`src/rtl/lock_pkg.sv`:
```
// Shared definitions for the lock access controller: state encoding, default
// timing parameters and the failure-counter width.
package lock_pkg;

  localparam int unsigned FAIL_W            = 4;
  localparam int unsigned STATE_W           = 3;
  localparam int unsigned DEF_MAX_FAILS     = 3;
  localparam int unsigned DEF_EVAL_DELAY    = 2;
  localparam int unsigned DEF_UNLOCK_TICKS  = 50;
  localparam int unsigned DEF_LOCKOUT_TICKS = 200;
  localparam int unsigned DEF_CNT_W         = 8;

  // Encoding is visible on the debug/display port, so values are fixed.
  typedef enum logic [STATE_W-1:0] {
    StIdle   = 3'd0,
    StEval   = 3'd1,
    StOpen   = 3'd2,
    StLocked = 3'd3,
    StAlarm  = 3'd4
  } lock_state_e;

  // Failure counter increment that sticks at all-ones instead of wrapping.
  function automatic logic [FAIL_W-1:0] sat_inc(input logic [FAIL_W-1:0] v);
    return (v == '1) ? v : v + 1'b1;
  endfunction

endpackage

```
`src/rtl/lock_tick_timer.sv`:
```
// Loadable down-counter advanced by a tick enable. Saturates at zero; a load
// in the same cycle as a tick wins over the decrement.
module lock_tick_timer #(
  parameter int unsigned CNT_W = 8
) (
  input  logic             clk,
  input  logic             rst,
  input  logic             tick,
  input  logic             load,
  input  logic [CNT_W-1:0] load_val,
  output logic             zero,
  output logic             last
);

  logic [CNT_W-1:0] cnt_q;

  // Counter register: load has priority, then tick-driven decrement to zero.
  always_ff @(posedge clk or posedge rst) begin
    if (rst) begin
      cnt_q <= '0;
    end else if (load) begin
      cnt_q <= load_val;
    end else if (tick && (cnt_q != '0)) begin
      cnt_q <= cnt_q - 1'b1;
    end
  end

  assign zero = (cnt_q == '0);
  // One tick away from expiring; lets the owner leave on the reaching edge.
  assign last = (cnt_q == CNT_W'(1));

endmodule

```
`src/rtl/lock_access_ctrl.sv`:
```
// Lock sequencer: evaluates keypad entries against the profile match,
// counts consecutive failures, enforces a timed lockout and latches tamper.
module lock_access_ctrl
  import lock_pkg::*;
#(
  parameter int unsigned MAX_FAILS     = DEF_MAX_FAILS,
  parameter int unsigned EVAL_DELAY    = DEF_EVAL_DELAY,
  parameter int unsigned UNLOCK_TICKS  = DEF_UNLOCK_TICKS,
  parameter int unsigned LOCKOUT_TICKS = DEF_LOCKOUT_TICKS,
  parameter int unsigned CNT_W         = DEF_CNT_W
) (
  input  logic               clk,
  input  logic               rst,
  input  logic               tick,
  input  logic               entry_done,
  input  logic               match,
  input  logic               tamper,
  input  logic               admin_clear,
  output logic               unlock,
  output logic               lockout,
  output logic               alarm,
  output logic               clear_entry,
  output logic [FAIL_W-1:0]  fail_cnt,
  output logic [STATE_W-1:0] state
);

  localparam logic [FAIL_W-1:0] MaxFailsW = FAIL_W'(MAX_FAILS);
  localparam logic [2:0]        EvalDlyW  = 3'(EVAL_DELAY);
  localparam logic [CNT_W-1:0]  UnlockW   = CNT_W'(UNLOCK_TICKS);
  localparam logic [CNT_W-1:0]  LockoutW  = CNT_W'(LOCKOUT_TICKS);

  lock_state_e       state_q, state_d;
  logic [FAIL_W-1:0] fail_q, fail_d;
  logic [2:0]        dly_q, dly_d;
  logic              entry_q;
  logic              entry_rise;
  logic              clear_d;
  logic              unlock_q, lockout_q, alarm_q, clear_q;
  logic              tmr_load;
  logic [CNT_W-1:0]  tmr_val;
  logic              tmr_zero, tmr_last, tmr_expire;

  assign entry_rise = entry_done & ~entry_q;
  // Timer is zero now, or becomes zero on this edge's tick.
  assign tmr_expire = tmr_zero | (tick & tmr_last);

  lock_tick_timer #(
    .CNT_W(CNT_W)
  ) u_timer (
    .clk     (clk),
    .rst     (rst),
    .tick    (tick),
    .load    (tmr_load),
    .load_val(tmr_val),
    .zero    (tmr_zero),
    .last    (tmr_last)
  );

  // Next-state, failure count, evaluation delay and timer load decisions.
  always_comb begin
    state_d  = state_q;
    fail_d   = fail_q;
    dly_d    = dly_q;
    clear_d  = 1'b0;
    tmr_load = 1'b0;
    tmr_val  = '0;
    if (tamper) begin
      state_d = StAlarm;
    end else begin
      case (state_q)
        StIdle: begin
          if (entry_rise) begin
            state_d = StEval;
            dly_d   = EvalDlyW;
          end
        end
        StEval: begin
          if (dly_q == '0) begin
            clear_d = 1'b1;
            if (match) begin
              state_d  = StOpen;
              fail_d   = '0;
              tmr_load = 1'b1;
              tmr_val  = UnlockW;
            end else begin
              fail_d = sat_inc(fail_q);
              if (fail_d >= MaxFailsW) begin
                state_d  = StLocked;
                tmr_load = 1'b1;
                tmr_val  = LockoutW;
              end else begin
                state_d = StIdle;
              end
            end
          end else begin
            dly_d = dly_q - 1'b1;
          end
        end
        StOpen: begin
          if (tmr_expire) begin
            state_d = StIdle;
          end
        end
        StLocked: begin
          if (admin_clear || tmr_expire) begin
            state_d  = StIdle;
            fail_d   = '0;
            tmr_load = 1'b1;
          end
        end
        StAlarm: begin
          // tamper is already known low on this branch
          if (admin_clear) begin
            state_d  = StIdle;
            fail_d   = '0;
            tmr_load = 1'b1;
          end
        end
        default: begin
          state_d = StIdle;
        end
      endcase
    end
  end

  // State, counters, edge history and registered outputs.
  always_ff @(posedge clk or posedge rst) begin
    if (rst) begin
      state_q   <= StIdle;
      fail_q    <= '0;
      dly_q     <= '0;
      entry_q   <= 1'b0;
      unlock_q  <= 1'b0;
      lockout_q <= 1'b0;
      alarm_q   <= 1'b0;
      clear_q   <= 1'b0;
    end else begin
      state_q   <= state_d;
      fail_q    <= fail_d;
      dly_q     <= dly_d;
      entry_q   <= entry_done;
      unlock_q  <= (state_d == StOpen);
      lockout_q <= (state_d == StLocked) || (state_d == StAlarm);
      alarm_q   <= (state_d == StAlarm);
      clear_q   <= clear_d;
    end
  end

  assign unlock      = unlock_q;
  assign lockout     = lockout_q;
  assign alarm       = alarm_q;
  assign clear_entry = clear_q;
  assign fail_cnt    = fail_q;
  assign state       = state_q;

endmodule

```
`config.mk`:
```
export PLATFORM = sky130hd
export DESIGN_NAME = lock_access_ctrl
export DESIGN_NICKNAME = d
export VERILOG_FILES = /design/src/rtl/lock_pkg.sv /design/src/rtl/lock_tick_timer.sv /design/src/rtl/lock_access_ctrl.sv
export SDC_FILE = /design/constraint.sdc
export NUM_CORES = 1
export LEC_CHECK = 0
export BUFFER_PORTS_ARGS = -buffer_cell sky130_fd_sc_hd__buf_2
export CAP_MARGIN = 10
export CELL_PAD_IN_SITES_DETAIL_PLACEMENT = 2
export CELL_PAD_IN_SITES_GLOBAL_PLACEMENT = 2
export CORE_MARGIN = 4
export CORE_UTILIZATION = 32
export DETAILED_ROUTE_END_ITERATION = 10
export PLACE_DENSITY_LB_ADDON = 0.2
export SETUP_SLACK_MARGIN = 0.05
export SLEW_MARGIN = 0
export SYNTH_ARGS = -nofsm -noshare
export SYNTH_HDL_FRONTEND = slang
export SYNTH_SLANG_ARGS = --single-unit
```
`constraint.sdc`:
```
create_clock -name clk -period 2.1 [get_ports clk]
set_input_delay 0.42 -clock clk [delete_from_list [all_inputs] [get_ports clk]]
set_output_delay 0.42 -clock clk [all_outputs]
set_load 0.01 [all_outputs]
```
-- Word level (Yosys, flattened, before mapping)
Cells that the tools add are included.
- bits of input ports: 7
- logic and storage cells: 79
- register bits after elaboration: 23
- output and inout port bits: 11
- equality and inequality tests: 14
- magnitude comparators: 1
- add/sub/neg operators: 3
- bitwise gates (word level): 5
- reduce and logical (&&, ||, !) cells: 12
- mux-type cells: 35
- operators by type and width (kind ; count):
    $mux W8 ; 7
    $mux W3 ; 8
    $mux W4 ; 5
    $pmux W3 S5 ; 1
    $eq A3 B2 Y1 const B ; 4
    $pmux W4 S3 ; 1
    $ne A2 B2 Y1 const B ; 5
    $mux W1 ; 9
    $eq A8 B1 Y1 const B ; 1
    $logic_not A8 Y1 ; 1
    $reduce_bool A8 Y1 ; 1
    $sub A8 B1 Y8 const B ; 1
    $eq A3 B3 Y1 const B ; 2
    $logic_not A3 Y1 ; 2
    $pmux W3 S2 ; 1
    $reduce_and A5 Y1 ; 1
    $add A4 B1 Y4 const B ; 1
    $eq A4 B4 Y1 const B ; 1
    $ge A4 B2 Y1 const B ; 1
    $mux W2 ; 2
    $reduce_and A4 Y1 ; 1
    $reduce_bool A2 Y1 ; 2
    $eq A3 B1 Y1 const B ; 1
    $pmux W1 S3 ; 1
    other kinds (7) ; 10

-- Longest topological paths before layout
- word-level depth: 10
- gate-level depth with buffers: 9
- gate-level depth less buffers: 8

-- Hierarchy
Synthesis repeated with hierarchy kept, for this count alone.
- cells, all modules: 150
- area, all modules: 1417.6 µm²
- by module, submodules not included (module ; times used ; cells an instance ; area each (µm²) ; sequential area each (µm²)):
    lock_access_ctrl ; 1 ; 87 ; 847.1 ; 375.4
    lock_tick_timer ; 1 ; 63 ; 570.5 ; 200.2

-- Worst setup path after synthesis
Ideal clock, no wire load.
- path kind: register -> register
- start point: register fail_q[0], in the netlist fail_cnt[0]
- end point: register u_timer.cnt_q[5]
- stages on the path, launching flop included: 8
- data arrival time: 1.975 ns
- library setup time: 0.121 ns
- clock period less this slack: 2.096 ns
- path buffers: 0
- required time: 1.979 ns
- setup slack: 0.004 ns
- cell sequence: dfrtp_1 > ha_1 > a21bo_1 > a2111oi_4 > a21o_4 > a21o_4 > a21oi_1 > o22a_1
- cells in the longest elaborated chain, start to end: 9
- elaborated cells on any way between the ends: 11
- classes of those cells: 1 x add/sub; 1 x order compare; 1 x eq/ne; 7 x mux; 1 x reduce/logical
- RTL lines (what ; RTL line ; source):
    start, declared ; lock_access_ctrl.sv:33 ; logic [FAIL_W-1:0] fail_q, fail_d;
    start signal, assigned ; lock_access_ctrl.sv:139 ; fail_q <= fail_d;
    $add A4 B1 Y4 / $eq A4 B4 Y1 (equally long branches) ; lock_pkg.sv:24 ; return (v == '1) ? v : v + 1'b1;
    $mux W4 * ; lock_pkg.sv:24 ;
    $ge A4 B2 Y1 * ; lock_access_ctrl.sv:87 ; if (fail_d >= MaxFailsW) begin
    $mux W1 * ; lock_access_ctrl.sv:87 ;
    $mux W1 * ; lock_access_ctrl.sv:80 ; if (match) begin
    $mux W1 * ; lock_access_ctrl.sv:78 ; if (dly_q == '0) begin
    $pmux W1 S3 * ; lock_access_ctrl.sv:70 ; case (state_q)
    $mux W1 * ; lock_access_ctrl.sv:67 ; if (tamper) begin
    $mux W8 / $reduce_bool A2 Y1 (equally long branches) ; - ;
    end signal, assigned ; lock_tick_timer.sv:22 ; cnt_q <= load_val;
    end signal, assigned ; lock_tick_timer.sv:24 ; cnt_q <= cnt_q - 1'b1;
    end, declared ; lock_tick_timer.sv:15 ; logic [CNT_W-1:0] cnt_q;
Mark *: on every way between the ends. The rest lies on a longest branch, timed or not.
A chain may end at the register's enable or synchronous reset.

-- Worst setup path after layout
- start point: register fail_q[0], in the netlist fail_cnt[0]
- end point: register u_timer.cnt_q[6]
- cells in the longest elaborated chain, start to end: 9
- elaborated cells on any way between the ends: 16
- classes of those cells: 1 x add/sub; 1 x order compare; 1 x eq/ne; 12 x mux; 1 x reduce/logical
- RTL lines (what ; RTL line):
    $add A4 B1 Y4 / $eq A4 B4 Y1 (equally long branches) ; lock_pkg.sv:24
    $mux W4 * ; lock_pkg.sv:24
    $ge A4 B2 Y1 * ; lock_access_ctrl.sv:87
    $mux W1 / $mux W8 (equally long branches) ; lock_access_ctrl.sv:87
    $mux W1 / $mux W8 (equally long branches) ; lock_access_ctrl.sv:80
    $mux W1 / $mux W8 (equally long branches) ; lock_access_ctrl.sv:78
    $pmux W1 S3 / $mux W8 (equally long branches) ; lock_access_ctrl.sv:70
    $mux W1 / $mux W8 (equally long branches) ; lock_access_ctrl.sv:67
    $mux W8 / $reduce_bool A2 Y1 (equally long branches) ; -
Marks and branches as above.

==> results.md <==
- Cell Count, Final, Fillers Out: 241
- Period utilisation layout: 92.8%
- Port bufs: 17
- # DRC: 0
- Crit path capture type: register
- Post-route ant nets: 0
- Inst Count DP: 230
- Setup Total Neg Slack: 0 ps
- Most common cell in the synthesized netlist: dfrtp_1
- Worst hold slack: between 150 and 200 ps
- Hpwl dp: 3290 um
- Critical path class: register to register
- DRT iter0 DRCs: 44
- Number of synthesized flops with an enable pin: 0
- Root Buffer: clkbuf_8
- Warnings from Yosys: 0
- Peak VDD IR: 0.401 mV
- RSZ-0062 raised after global routing: true
- First-pass GRT wire length: 6870 um
- Syn nets: 167
- Top FF cell, synth: dfrtp_1
- Yosys cell types: 48
- GRT overflow: 0
- Final worst setup slack: around 150 ps
- Worst skew pair latency: 270 ps
- Largest net degree at the start of global routing: 24
- CTS buffer count: 3
- Slew Viols, Final: 0
- Final core occ: 41.9%
- Status: finished, final reports clean
- # diodes: 0
- TritonCTS clock tree: done
- Row cnt: 24
- Place WS: 22.9 ps
- Mapped cell area: roughly 1500 um^2
- Worst-Margin Slew: between 400 and 500 ps
- Achievable Freq: 513 MHz
- Worst Setup Start Kind: register
- Sequential-to-total area share from yosys stat: 39.2%
- Max-cap violations: 0
- Power per Cell Area: just over 800 nW/um^2
- Drt total wl: 4300 um
- Routed vias: 1324
- Largest cells by area after synthesis: dfrtp_1 39%, ha_1 5.1%, a21oi_1 4.4%
- Leading area contributor after synthesis: dfrtp_1
- Initial antenna violation count: 0
- Routed length per instance: roughly 18 um
- Die height: 75.7 um
- CP max FO: 5
- Syn avg cell area: 9.52 um^2
- Vias/cell: between 5 and 6
- Num Clock Sinks: 23
- Die area: 5730 um^2
- Worst-path clk slew: roughly 90 ps
- WP data required: 2280 ps
- Clock Skew: between 1 and 1.5 ps
- Htree depth: 1
- Leakage: 0.822 nW
- Starting Density: 33.4%
- Die Span X: 75.7 um
- Gr usage total: 16.0%
- CP arrival: 2130 ps
- Max clock buf depth: 2
- Top Ports: 18
- Synth Register Bits: 23
- Max-slew headroom: a little under 70%
- P&R area growth vs syn: 25.3%
- Vias in the first global route: 1444
- Final Hold Viols: 0
- Fin crit period: 1950 ps
- Async set-reset flop share out of synthesis: 100%
- First drt pass iteration count: 4
- Nets: 203
- Post-Syn Instances: 154
- Synth top area share: 39.2%
- Routability cong.: a little under 0.9
- Post-synth top cells: 23 x dfrtp_1, 15 x nor2_1, 13 x a21oi_1
- HP Class: input port to async pin
- Core area: ~4400 um^2
- # setup viols final: 0
- Share of layout cells above drive strength 1: 34.9%
-- layer usage --
layer	wire length (um)	global-route usage, %	part of all wire, %	vias up
met1	1780	17.8	41	673
met4	66	4.85	1.5	0
met5	0	0	0	-
met2	2360	31.3	55	18
li1	-	-	-	625
met3	105	1.98	2.4	8
-- critical path, stage by stage (launching register included) --
cell,delay [ps]
dfrtp_2,430
ha_4,270
nor2b_1,200
a2111oi_4,80
buf_4,170
nor3b_4,270
o21ai_0,160
a221oi_2,270
-- final cells by class --
| type | instances | area [um^2] |
|---|---|---|
| clock buffer | 3 | 41.3 |
| sequential | 23 | 579 |
| tap | 52 | 65.1 |
| fill | 493 | 2550 |
| inverter | 12 | 45.0 |
| timing repair buffer | 35 | 220 |
| clock inverter | 1 | 5.00 |
| multi-input combinational | 115 | 881 |
-- layout by cell type (no fill, tap or decap), types with 4 or more instances in the layout --
cell and n:
buf_4 18, nor2b_1 4, nand2_1 10, inv_1 10
nor3_1 4, ha_1 4, a21oi_1 10, nand3_1 5
nor2_1 14, dfrtp_1 20, o21ai_0 6, buf_2 17
-- power breakdown --
part	total (W)	internal, W	switching, W
registers	0.000622	0.000524	0.0000980
logic	0.000608	0.000274	0.000333
clock network	0.000286	0.000133	0.000154
-- registers in the layout, indices dropped and copies added, names as in the netlist --
name,cells
u_timer.cnt_q,8
fail_cnt,4
dly_q,3
state,3
alarm,1
clear_entry,1
entry_q,1
lockout,1
unlock,1
-- repair_timing --
action / in CTS / in global routing
gates resized for setup: 2 / 17
setup endpoints to repair: 5 / 12
pin swaps: 1 / 11
hold buffers: 0 / 0
setup buffers: 1 / 6
-- final timing paths --
path	from	slack [ps]	to	depth (start not counted)
min	rst	190	u_timer.cnt_q[6]	3
min in group clk	entry_done	270	entry_q	1
max reg2reg	fail_cnt[0]	150	u_timer.cnt_q[6]	7
max	fail_cnt[0]	150	u_timer.cnt_q[6]	7
max in group asynchronous	rst	1650	state[0]	3
min reg2reg	dly_q[2]	570	dly_q[2]	1
-- cell families after synthesis --
family / count (synthesis) / synth area share, %
muxes: 2 / 1.37
adders and majority gates: 6 / 5.12
xor gates and xnor gates: 2 / 1.19
and+or+nand+nor: 60 / 24.0
DFF: 23 / 39.2
buffers and inverters: 16 / 4.78
AOI/OAI and AO/OA: 45 / 24.3
-- stage by stage --
stage | cell area (um^2) | power [W]
CTS | 1740 | 0.00148
floorplan | 1470 | 0.000963
finish | 1840 | 0.00152
detailed placement | 1680 | 0.00117
global placement | 1680 | 0.00112
global route | 1840 | 0.00164
No activity file was read; power rests on OpenSTA's default activity.
